`src/rtl/fetch_pkg.sv`:
```
// -----------------------------------------------------------------------------
// fetch_pkg -- types shared by the instruction fetch unit and its prefetch queue.
//   fetch_state_t : fetch sequencer states (BOOT, RUN, HALT)
//   fetch_entry_t : prefetch queue entry {pc, instr} at the default 32/32 widths.
//                   It is also the default entry type of fetch_fifo.
// -----------------------------------------------------------------------------
package fetch_pkg;

  typedef enum logic [1:0] {
    BOOT = 2'd0,
    RUN  = 2'd1,
    HALT = 2'd2
  } fetch_state_t;

  localparam int DEFAULT_PC_WIDTH    = 32;
  localparam int DEFAULT_INSTR_WIDTH = 32;

  typedef struct packed {
    logic [DEFAULT_PC_WIDTH-1:0]    pc;
    logic [DEFAULT_INSTR_WIDTH-1:0] instr;
  } fetch_entry_t;

endpackage

```
`src/rtl/fetch_fifo.sv`:
```
// -----------------------------------------------------------------------------
// fetch_fifo -- synchronous prefetch queue with flush.
//   clk, rst (async, active high)
//   flush        : drop every entry (overrides push/pop this cycle)
//   push, wdata  : enqueue; accepted when not full, or when full and popping
//   pop, rdata   : dequeue the head; rdata shows the head whenever !empty
//   full, empty, count : occupancy status
// DEPTH must be a power of two, >= 2.
// -----------------------------------------------------------------------------
module fetch_fifo
  import fetch_pkg::*;
#(
  parameter int  DEPTH   = 2,
  parameter type entry_t = fetch_entry_t
) (
  input  logic                   clk,
  input  logic                   rst,
  input  logic                   flush,
  input  logic                   push,
  input  entry_t                 wdata,
  input  logic                   pop,
  output entry_t                 rdata,
  output logic                   full,
  output logic                   empty,
  output logic [$clog2(DEPTH):0] count
);

  localparam int              AW         = $clog2(DEPTH);
  localparam logic [AW:0]     FULL_COUNT = DEPTH[AW:0];

  entry_t        mem [DEPTH];
  logic [AW-1:0] wr_ptr;
  logic [AW-1:0] rd_ptr;
  logic          do_push;
  logic          do_pop;

  assign empty   = (count == '0);
  assign full    = (count == FULL_COUNT);
  assign do_pop  = pop && !empty;
  // A full queue still takes a push when the head leaves in the same cycle.
  assign do_push = push && (!full || do_pop);
  assign rdata   = mem[rd_ptr];

  // NOTE: sequential state is assigned with <= so every register samples the
  // pre-edge values; blocking here would create order-dependent behaviour.
  always_ff @(posedge clk or posedge rst) begin
    if (rst) begin
      wr_ptr <= '0;
      rd_ptr <= '0;
      count  <= '0;
    end else if (flush) begin
      wr_ptr <= '0;
      rd_ptr <= '0;
      count  <= '0;
    end else begin
      if (do_push) wr_ptr <= wr_ptr + 1'b1;
      if (do_pop)  rd_ptr <= rd_ptr + 1'b1;
      count <= count + {{AW{1'b0}}, do_push} - {{AW{1'b0}}, do_pop};
    end
  end

  // NOTE: storage carries no reset; an entry is only visible once count says
  // it was written, so clearing the array would buy nothing.
  always_ff @(posedge clk) begin
    if (do_push) mem[wr_ptr] <= wdata;
  end

endmodule

```
`src/rtl/fetch_unit.sv`:
```
// -----------------------------------------------------------------------------
// fetch_unit -- instruction fetch front end with a small prefetch queue.
//   clk_i, rst_i (async, active high)
//   imemReq_o / imemAddr_o : read request; imemRdata_i returns one cycle later
//   redirect_i / redirectPc_i : control-flow change, flushes everything queued
//   instrValid_o / instrReady_i : head handshake toward decode
//   instr_o, pc_o, pcPlus4_o : head instruction, its PC and PC+4 (0 when empty)
//   fetchErr_o : sticky misaligned-redirect flag
// Build option: define FETCH_MISALIGN_CHECK_EN to halt on a redirect target
// with nonzero low bits; otherwise those bits are cleared and fetch continues.
// -----------------------------------------------------------------------------
module fetch_unit
  import fetch_pkg::*;
#(
  parameter int                  PC_WIDTH    = 32,
  parameter int                  INSTR_WIDTH = 32,
  parameter int                  FIFO_DEPTH  = 2,
  parameter logic [PC_WIDTH-1:0] RESET_PC    = '0
) (
  input  logic                   clk_i,
  input  logic                   rst_i,
  output logic                   imemReq_o,
  output logic [PC_WIDTH-1:0]    imemAddr_o,
  input  logic [INSTR_WIDTH-1:0] imemRdata_i,
  input  logic                   redirect_i,
  input  logic [PC_WIDTH-1:0]    redirectPc_i,
  output logic                   instrValid_o,
  input  logic                   instrReady_i,
  output logic [INSTR_WIDTH-1:0] instr_o,
  output logic [PC_WIDTH-1:0]    pc_o,
  output logic [PC_WIDTH-1:0]    pcPlus4_o,
  output logic                   fetchErr_o
);

  localparam int CNT_W = $clog2(FIFO_DEPTH) + 1;
  localparam int OCC_W = CNT_W + 1;

  // Same layout as fetch_entry_t, sized by this instance's parameters.
  typedef struct packed {
    logic [PC_WIDTH-1:0]    pc;
    logic [INSTR_WIDTH-1:0] instr;
  } entry_t;

  fetch_state_t        state;
  logic [PC_WIDTH-1:0] fetch_pc;
  logic [PC_WIDTH-1:0] resp_pc;
  logic [PC_WIDTH-1:0] target_pc;
  logic                in_flight;
  logic                misaligned;
  logic                fetch_err;

  logic                q_push;
  logic                q_pop;
  logic                q_empty;
  logic                q_full_unused;
  logic [CNT_W-1:0]    q_count;
  entry_t              q_wdata;
  entry_t              q_head;
  logic [OCC_W-1:0]    occupancy;
  logic [OCC_W-1:0]    limit;

`ifdef FETCH_MISALIGN_CHECK_EN
  assign misaligned = redirect_i && (redirectPc_i[1:0] != 2'b00);
  assign target_pc  = redirectPc_i;
`else
  logic unused_pc_lsbs;
  assign unused_pc_lsbs = ^redirectPc_i[1:0];
  assign misaligned     = 1'b0;
  assign target_pc      = {redirectPc_i[PC_WIDTH-1:2], 2'b00};
`endif

  // Responses land one cycle after their request, so the response arriving
  // in a redirect cycle is exactly the stale one: it is dropped here, and no
  // request is issued in the redirect cycle itself.
  assign q_push  = in_flight && !redirect_i;
  assign q_pop   = instrValid_o && instrReady_i;
  assign q_wdata = '{pc: resp_pc, instr: imemRdata_i};

  // Credit the slot freed by a pop this cycle; without it a two-entry queue
  // could not sustain one instruction per cycle.
  assign occupancy = OCC_W'(q_count) + OCC_W'(in_flight);
  assign limit     = OCC_W'(FIFO_DEPTH) + OCC_W'(q_pop);

  assign imemReq_o  = (state == RUN) && !redirect_i && (occupancy < limit);
  assign imemAddr_o = fetch_pc;

  assign instrValid_o = !q_empty;
  assign instr_o      = instrValid_o ? q_head.instr : '0;
  assign pc_o         = instrValid_o ? q_head.pc : '0;
  assign pcPlus4_o    = instrValid_o ? q_head.pc + PC_WIDTH'(4) : '0;
  assign fetchErr_o   = fetch_err;

  fetch_fifo #(
    .DEPTH   (FIFO_DEPTH),
    .entry_t (entry_t)
  ) u_queue (
    .clk   (clk_i),
    .rst   (rst_i),
    .flush (redirect_i),
    .push  (q_push),
    .wdata (q_wdata),
    .pop   (q_pop),
    .rdata (q_head),
    .full  (q_full_unused),
    .empty (q_empty),
    .count (q_count)
  );

  always_ff @(posedge clk_i or posedge rst_i) begin
    if (rst_i) begin
      state     <= BOOT;
      fetch_pc  <= RESET_PC;
      resp_pc   <= '0;
      in_flight <= 1'b0;
      fetch_err <= 1'b0;
    end else begin
      in_flight <= imemReq_o;
      if (imemReq_o) begin
        resp_pc  <= fetch_pc;
        fetch_pc <= fetch_pc + PC_WIDTH'(4);
      end
      unique case (state)
        BOOT, RUN: begin
          if (misaligned) begin
            state     <= HALT;
            fetch_err <= 1'b1;
          end else begin
            state <= RUN;
            if (redirect_i) fetch_pc <= target_pc;
          end
        end
        HALT:    state <= HALT;
        default: state <= BOOT;
      endcase
    end
  end

endmodule

```
`config.mk`:
```
export PLATFORM = sky130hd
export DESIGN_NAME = fetch_unit
export DESIGN_NICKNAME = d
export VERILOG_FILES = /design/src/rtl/fetch_pkg.sv /design/src/rtl/fetch_fifo.sv /design/src/rtl/fetch_unit.sv
export SDC_FILE = /design/constraint.sdc
export NUM_CORES = 1
export LEC_CHECK = 0
export ABC_CLOCK_PERIOD_IN_PS = 3700
export BUFFER_PORTS_ARGS = -buffer_cell sky130_fd_sc_hd__buf_4
export CAP_MARGIN = 20
export CORE_MARGIN = 2
export CORE_UTILIZATION = 51
export CTS_BUF_LIST = sky130_fd_sc_hd__clkbuf_4 sky130_fd_sc_hd__clkbuf_8
export DETAILED_ROUTE_END_ITERATION = 10
export GPL_ROUTABILITY_DRIVEN = 0
export GPL_TIMING_DRIVEN = 0
export PLACE_DENSITY = 0.81
export SYNTH_ARGS = -nofsm -noshare
export SYNTH_HDL_FRONTEND = slang
export SYNTH_SLANG_ARGS = --single-unit
```
`constraint.sdc`:
```
create_clock -name clk_i -period 3.7 [get_ports clk_i]
set_clock_uncertainty 0.1 [all_clocks]
set_input_delay 0.74 -clock clk_i [delete_from_list [all_inputs] [get_ports clk_i]]
set_output_delay 0.74 -clock clk_i [all_outputs]
set_load 0.05 [all_outputs]
```
==> results of run 1 <==
-- sequential cells by signal, indices dropped and copies added (netlist names) --
register,count
imemAddr_o,30
in_flight,1
resp_pc,30
state,2
u_queue.count,2
u_queue.mem,124
u_queue.rd_ptr,1
u_queue.wr_ptr,1
-- kinds of logic after synthesis --
group	after synthesis
buffers and inverters	58
AOI/OAI and AO/OA	87
adders and majority gates	6
other	1
DFF	191
muxes	95
and+or+nand+nor	259
xor gates and xnor gates	26
-- cell usage after synthesis (4+ instances only) --
master,number
sky130_fd_sc_hd__mux2i_1,64
sky130_fd_sc_hd__a22oi_1,4
sky130_fd_sc_hd__and4_1,5
sky130_fd_sc_hd__xnor2_1,14
sky130_fd_sc_hd__mux2_2,29
sky130_fd_sc_hd__a21oi_1,11
sky130_fd_sc_hd__dfrtp_1,67
sky130_fd_sc_hd__o31ai_1,5
sky130_fd_sc_hd__xor2_1,12
sky130_fd_sc_hd__nor2_1,90
sky130_fd_sc_hd__and3_1,4
sky130_fd_sc_hd__inv_1,16
sky130_fd_sc_hd__nor3_1,11
sky130_fd_sc_hd__and2_1,11
sky130_fd_sc_hd__a31oi_1,13
sky130_fd_sc_hd__nor4_1,5
sky130_fd_sc_hd__buf_2,6
sky130_fd_sc_hd__clkbuf_1,20
sky130_fd_sc_hd__o21ai_0,29
sky130_fd_sc_hd__nor2b_1,4
sky130_fd_sc_hd__nand3b_1,9
sky130_fd_sc_hd__edfxtp_1,124
sky130_fd_sc_hd__nand4_1,19
sky130_fd_sc_hd__ha_1,6
sky130_fd_sc_hd__buf_4,14
sky130_fd_sc_hd__nand2_1,52
sky130_fd_sc_hd__nand2b_1,6
sky130_fd_sc_hd__nand3_1,26
-- critical path, cell delays in order (launching register included) --
cell,delay (ps)
sky130_fd_sc_hd__dfrtp_2,450
sky130_fd_sc_hd__buf_8,140
sky130_fd_sc_hd__buf_12,120
sky130_fd_sc_hd__buf_12,110
sky130_fd_sc_hd__mux2_4,210
sky130_fd_sc_hd__ha_4,160
sky130_fd_sc_hd__nand4b_1,150
sky130_fd_sc_hd__a21oi_2,230
sky130_fd_sc_hd__nand4_4,190
sky130_fd_sc_hd__o31a_1,380
sky130_fd_sc_hd__nor3_4,170
sky130_fd_sc_hd__buf_6,190
-- per-layer routing --
metal | GRT usage | vias up | wire [microns]
met5 | 0 | - | 0
met3 | 0.05779 | 44 | 1692
li1 | - | 3116 | -
met2 | 0.4012 | 263 | 10780
met1 | 0.2982 | 3243 | 8858
met4 | 0.07581 | 0 | 495
-- power by group --
part	total, uW	switching, uW	internal [uW]	leakage, uW
clock	1400	774	621	0.000203
sequential	3110	302	2810	0.00192
combinational	4630	3140	1490	0.00251
-- final cells by class --
cell class / instances / area (sq um)
Buffer: 40 / 272.8
Clock buffer: 17 / 234.0
Clock inverter: 15 / 171.4
Fill cell: 1303 / 5632
Inverter: 16 / 60.06
Multi-Input combinational cell: 480 / 3423
Sequential cell: 191 / 5401
Tap cell: 225 / 281.5
Timing Repair Buffer: 216 / 1700
-- worst paths after layout --
| kind | slack [ps] | depth (start not counted) | to | startpoint |
|---|---|---|---|---|
| worst max-delay path | -130 | 11 | pcPlus4_o[28] | u_queue.rd_ptr |
| worst min-delay path | 270 | 2 | imemAddr_o[8] | rst_i |
| worst max register to register | 990 | 8 | imemAddr_o[25] | u_queue.count[0] |
| worst min register to register | 340 | 1 | state[1] | state[0] |
| max in group asynchronous | 2590 | 3 | u_queue.rd_ptr | rst_i |
| min in group clk_i | 340 | 1 | state[1] | state[0] |
-- what timing repair did --
item / 4_1_cts / 5_1_grt
gates resized for setup: 39 / 15
pin swaps: 11 / 11
endpoints found under the setup margin: 42 / 20
gates cloned: 0 / 0
buffers inserted: 10 / 14
-- per-stage QoR --
step                  util  setup slack (ps)  instances  hold slack, ps  setup TNS (ps)
CTS                 0.6621            -121.9       1186           274.1          -591.1
detailed placement  0.6251            -358.7       1146           327.3           -1975
floorplan                -            -149.8        729           302.6          -149.8
finish              0.6721            -132.5       1200           269.7          -440.2
global route        0.6721            -249.7       1200           319.7           -1593
global placement    0.6212            -686.0       1143           318.3          -66830
==> load_flow_metrics.sql, run 1 <==
INSERT INTO impl_metrics (metric_group, metric, value, unit) VALUES
('yosys', 'post_synth_fa_ha_maj_area_fraction', '0.008425', ''),
('sta', 'setup_viol', '8', ''),
('clock_tree', 'clk_root_buffer_cell', 'sky130_fd_sc_hd__clkbuf_8', ''),
('pwr', 'leakage', '0.004630', 'uW'),
('clock_tree', 'cts.sink_count', '191', ''),
('drt', 'final_antenna_net_count', '0', ''),
('layout', 'commonest_non_fill_non_tap_cell_in_the_layout', 'sky130_fd_sc_hd__buf_4', ''),
('yosys', 'netlist_area', '0.008911', 'sq mm'),
('yosys', 'post_synthesis_xor_xnor_area_fraction', '0.02555', ''),
('layout', 'finish.net_count', '1036', ''),
('yosys', 'ys_async_sr_fraction', '0.3508', ''),
('yosys', 'synth-warning-count', '0', ''),
('critical_path', 'worstPathArrival', '2990', 'ps'),
('critical_path', 'worst_setup_path_end_kind', 'output pin', ''),
('sta', 'worst_tran_pin_value', '853.4', 'ps'),
('yosys', 'syn_avg_cell_area', '12.33', 'sq um'),
('sta', 'min_period_over_period', '1.036', ''),
('critical_path', 'worst_ep_required_time', '2860', 'ps'),
('drt', 'avgViaCountPerCell', '5.555', ''),
('clock_tree', 'cts-buffers-inserted', '17', ''),
('global_routing', 'global_route.overflow_total', '0', ''),
('die', 'core_region_area', '0.01718', 'sq mm'),
('pwr', 'design_power_total', '9136', 'uW'),
('drt', 'route.detailed.drc', '0', ''),
('sta', 'timing.slew.headroom', '0.4310', ''),
('yosys', 'synth_top_family_by_area', 'simple AND/OR/NAND/NOR gates', ''),
('yosys', 'ys.flop_type', 'sky130_fd_sc_hd__edfxtp_1', ''),
('clock_tree', 'cts_max_path_buffers', '2', ''),
('placement', 'numPortBuffers', '189', ''),
('yosys', 'post_synth_inst_count', '723', ''),
('die', 'die_y', '136.2', 'microns'),
('yosys', 'synth-simple-area-share', '0.1500', ''),
('sta', 'setup_repair_after_global_routing_missed_its_margin', 'true', ''),
('yosys', 'synthDistinctLibCells', '59', ''),
('clock_tree', 'clkTransAtPathRegs', '100', 'ps'),
('critical_path', 'crit_path_start_kind', 'flip-flop', ''),
('drt', 'num_vias', '6666', ''),
('global_routing', 'grt_antenna_before_repair', '0', ''),
('yosys', 'synth-compound-area-share', '0.06501', ''),
('drt', 'routed_wire_length_per_instance', '18.19', 'microns'),
('yosys', 'yosys.area.top_type_share', '0.4179', ''),
('yosys', 'synth_top_cell_by_area', 'sky130_fd_sc_hd__edfxtp_1', ''),
('sta', 'layout_min_cycle_time', '3832', 'ps'),
('drt', 'dr.pass1.iters', '5', ''),
('global_routing', 'globalRouteTotalUtil', '0.2361', ''),
('pwr', 'irDropWorstVdd', '0.0004786', 'V'),
('yosys', 'postSynthRegisterBits', '191', ''),
('yosys', 'proportion_of_synthesized_chip_area_in_sequential_cells', '0.6060', ''),
('sta', 'final_max_slew_viol_count', '0', ''),
('layout', 'design_area', '0.01154', 'sq mm'),
('placement', 'placement.cell_area', '0.01074', 'sq mm'),
('clock_tree', 'cts_tree', 'built', ''),
('drt', 'wl', '21.82', 'mm'),
('layout', 'commonest_non_fill_non_tap_cells_in_the_layout', 'sky130_fd_sc_hd__buf_4 (215), sky130_fd_sc_hd__edfxtp_1 (124), sky130_fd_sc_hd__nor2_1 (89)', ''),
('layout', 'antenna_cells', '0', ''),
('sta', 'achievable-frequency', '260.9', 'MHz'),
('layout', 'layout-drive-gt1-share', '0.3528', ''),
('global_routing', 'grt_first_pass_wirelength', '33.40', 'mm'),
('clock_tree', 'cts-htree-levels', '4', ''),
('die', 'die_width', '136.2', 'microns'),
('sta', 'hold_viol', '0', ''),
('job', 'drv.max_cap_violation_count', '0', ''),
('die', 'initial_core_util', '0.5188', ''),
('sta', 'post-route-worst-setup-slack', '-132.5', 'ps'),
('die', 'number_of_ports_placed_on_the_die_boundary', '199', ''),
('drt', 'detail_route.iter0.violations', '468', ''),
('global_routing', 'grt_max_degree', '63', ''),
('status', 'run_status', 'finished with violations', ''),
('min_path', 'timing.hold.worst.class', 'in -> async', ''),
('yosys', 'synth.top_cells.by_area', 'sky130_fd_sc_hd__edfxtp_1 (42%), sky130_fd_sc_hd__dfrtp_1 (19%), sky130_fd_sc_hd__mux2i_1 (7.2%)', ''),
('status', 'violations', 'negative setup slack', '');
(Power assumes the default switching activity.)
==> run 2: changes to the inputs <==
--- a/config.mk
+++ b/config.mk
@@ -14,7 +14,7 @@
 export DETAILED_ROUTE_END_ITERATION = 10
 export GPL_ROUTABILITY_DRIVEN = 0
 export GPL_TIMING_DRIVEN = 0
-export PLACE_DENSITY = 0.81
+export PLACE_DENSITY_LB_ADDON = 0.2
 export SYNTH_ARGS = -nofsm -noshare
 export SYNTH_HDL_FRONTEND = slang
 export SYNTH_SLANG_ARGS = --single-unit
==> load_flow_metrics.sql, run 2 (same netlist as run 1, synthesis figures left out) <==
INSERT INTO impl_metrics (metric_group, metric, value, unit) VALUES
('status', 'run_status', 'finished with violations', ''),
('status', 'violations', 'negative setup slack', ''),
('sta', 'setup_viol', '10', ''),
('critical_path', 'worst_r2r_endpoint', 'imemAddr_o[26]', ''),
('pwr', 'switching_power', '4139', 'uW'),
('pwr', 'sw_frac_of_total', '0.4615', ''),
('layout', 'num-fill-cells', '1362', ''),
('layout', 'finish.net_count', '1026', ''),
('layout', 'multi_input_area', '0.003405', 'sq mm'),
('global_routing', 'global_route.overflow_total', '0', ''),
('critical_path', 'worst_setup_path_end_kind', 'output pin', ''),
('layout', 'area_added_between_synthesis_and_finish', '27.87', '%'),
('critical_path', 'critical_path.cell_chain', 'buf_8 > buf_12 > buf_12 > mux2_4 > ha_4 > nand4b_1 > a21oi_2 > nand4_4 > buf_6 > o41ai_2 > buf_4', ''),
('die', 'number_of_ports_placed_on_the_die_boundary', '199', ''),
('placement', 'dp_hpwl', '15.17', 'mm'),
('critical_path', 'crit_path_start_kind', 'flip-flop', ''),
('drt', 'route.detailed.drc', '0', ''),
('min_path', 'timing.hold.worst.class', 'in -> async', ''),
('drt', 'routed_wire_length_per_instance', '17.63', 'microns'),
('clock_tree', 'cts.sink_count', '191', ''),
('critical_path', 'crit_fanout', '7', ''),
('global_routing', 'grt_antenna_before_repair', '0', ''),
('layout', 'antenna_cells', '0', ''),
('die', 'core_region_area', '0.01718', 'sq mm'),
('drt', 'dr.pass1.iters', '5', ''),
('sta', 'final_max_slew_viol_count', '0', ''),
('layout', 'layout-drive-gt1-share', '0.3461', ''),
('pwr', 'p_int', '4830', 'uW'),
('critical_path', 'path_common_cell', 'sky130_fd_sc_hd__buf_12', ''),
('clock_tree', 'cts_max_path_buffers', '2', ''),
('layout', 'largest_register_ffs', '124', ''),
('global_routing', 'grt_max_degree', '68', ''),
('critical_path', 'worstPathArrival', '3010', 'ps'),
('clock_tree', 'cts_tree', 'built', ''),
('sta', 'setup_repair_after_global_routing_missed_its_margin', 'true', ''),
('sta', 'timing.slew.headroom', '0.3663', ''),
('sta', 'hold_viol', '0', ''),
('pwr', 'clockPowerShare', '0.145', ''),
('clock_tree', 'cts-htree-levels', '4', ''),
('layout', 'design_area', '0.01139', 'sq mm'),
('clock_tree', 'cts-buffers-inserted', '17', ''),
('critical_path', 'cpPeakStageDelay', '460', 'ps'),
('critical_path', 'worst_ep_required_time', '2860', 'ps'),
('global_routing', 'globalRouteTotalUtil', '0.2317', ''),
('drt', 'detail_route.iter0.violations', '338', ''),
('sta', 'achievable-frequency', '259.5', 'MHz'),
('drt', 'num_vias', '6436', ''),
('critical_path', 'setup.reg_to_reg.worst_slack', '950', 'ps'),
('placement', 'placement.cell_area', '0.01070', 'sq mm'),
('clock_tree', 'clkLatencyLatePin', '460', 'ps'),
('die', 'row_count', '48', ''),
('die', 'initial_core_util', '0.5188', ''),
('layout', 'finish.cell_count_without_fillers', '1190', ''),
('critical_path', 'worst_setup_path_startpoint', 'u_queue.rd_ptr', ''),
('pwr', 'combPwrFrac', '0.509', ''),
('layout', 'commonest_non_fill_non_tap_cell_in_the_layout', 'sky130_fd_sc_hd__buf_4', ''),
('critical_path', 'r2r_depth', '8', ''),
('drt', 'wl', '20.98', 'mm'),
('clock_tree', 'cts.hold.buffers_added', '0', ''),
('pwr', 'p_seq_frac', '0.346', ''),
('layout', 'most_flop_heavy_register', 'u_queue.mem', ''),
('pwr', 'leakage', '0.004528', 'uW'),
('drt', 'avgViaCountPerCell', '5.408', ''),
('critical_path', 'worst_path_class_setup', 'reg -> out', ''),
('clock_tree', 'clkTransAtPathRegs', '90', 'ps'),
('sta', 'post-route-worst-setup-slack', '-153.5', 'ps'),
('job', 'drv.max_cap_violation_count', '0', ''),
('global_routing', 'vias_in_the_first_global_route', '6115', ''),
('critical_path', 'timing.critical_path.slowest_stage_cell', 'sky130_fd_sc_hd__dfrtp_2', ''),
('clock_tree', 'clk_root_buffer_cell', 'sky130_fd_sc_hd__clkbuf_8', ''),
('sta', 'layout_min_cycle_time', '3853', 'ps'),
('pwr', 'irDropWorstVdd', '0.0004127', 'V'),
('pwr', 'p_per_area', '787.2', 'mW/mm^2'),
('layout', 'commonest_non_fill_non_tap_cells_in_the_layout', 'sky130_fd_sc_hd__buf_4 (207), sky130_fd_sc_hd__edfxtp_1 (124), sky130_fd_sc_hd__nor2_1 (89)', ''),
('layout', 'register_area', '0.005401', 'sq mm'),
('die', 'die_width', '136.2', 'microns'),
('critical_path', 'rr_startpoint', 'u_queue.count[0]', ''),
('sta', 'min_period_over_period', '1.041', ''),
('placement', 'numPortBuffers', '189', ''),
('sta', 'worst_tran_pin_value', '948.5', 'ps'),
('global_routing', 'grt_first_pass_wirelength', '32.65', 'mm'),
('die', 'die_area', '0.01855', 'sq mm'),
('die', 'die_y', '136.2', 'microns'),
('placement', 'placed_cells', '1144', ''),
('drt', 'final_antenna_net_count', '0', '');
==> run 2: critical path: cells and delay by family (launching register included) <==
kind            cells  cell delay, ps
compound gates      2             470
buf+inv             5             840
fa+ha+maj           1             150
mux                 1             210
flops               1             460
simple gates        2             380
==> run 2: what timing repair did <==
action	4_1_cts	5_1_grt
pin swaps	9	5
buffers inserted	10	6
gates resized for setup	36	15
setup endpoints to repair	47	19
==> run 2: per-layer routing <==
layer  vias to the layer above  global-route usage  share of wire
met4                         0             0.08160          0.021
met5                         -                   0              0
met2                       235              0.3680           0.47
met1                      3079              0.3163           0.44
met3                        31             0.05145          0.067
li1                       3091                   -              -
==> run 2: layout make-up <==
class / count / share of cell area
Buffer: 40 / 0.02383
Clock inverter: 12 / 0.009663
Clock buffer: 20 / 0.02306
Tap cell: 225 / 0.02471
Timing Repair Buffer: 206 / 0.1404
Multi-Input combinational cell: 480 / 0.2988
Inverter: 16 / 0.005490
Sequential cell: 191 / 0.4740
==> run 2: through the flow <==
step / setup WS, ps / hold slack, ps / power, uW / setup TNS (ps) / utilization
finish: -153.5 / 326.9 / 8970 / -858.8 / 0.6634
global route: -243.0 / 326.4 / 9387 / -2155 / 0.6634
CTS: -118.4 / 330.3 / 8965 / -723.4 / 0.6570
detailed placement: -357.9 / 336.8 / 7540 / -2049 / 0.6230
global placement: -673.8 / 327.4 / 7475 / -67570 / 0.6212
floorplan: -149.8 / 302.6 / 6190 / -149.8 / -
==> run 2: power groups by stage <==
stage	Clock, uW	Sequential [uW]	Combinational [uW]
after global routing	1410	3160	4810
after CTS	1330	3100	4540
after floorplan	0	3180	3020
after global placement	0	3140	4340
final	1300	3100	4570
after detailed placement	0	3150	4390
==> run 2: how the worst max path moves through the flow <==
stage               slack [ps]  depth (start not counted)           endpoint
finish                    -150                         11      pcPlus4_o[30]
global placement          -670                          4  u_queue.mem[0][7]
global route              -240                         11      pcPlus4_o[30]
CTS                       -120                         12      pcPlus4_o[24]
detailed placement        -360                         11      pcPlus4_o[26]
floorplan                 -150                          9      pcPlus4_o[30]
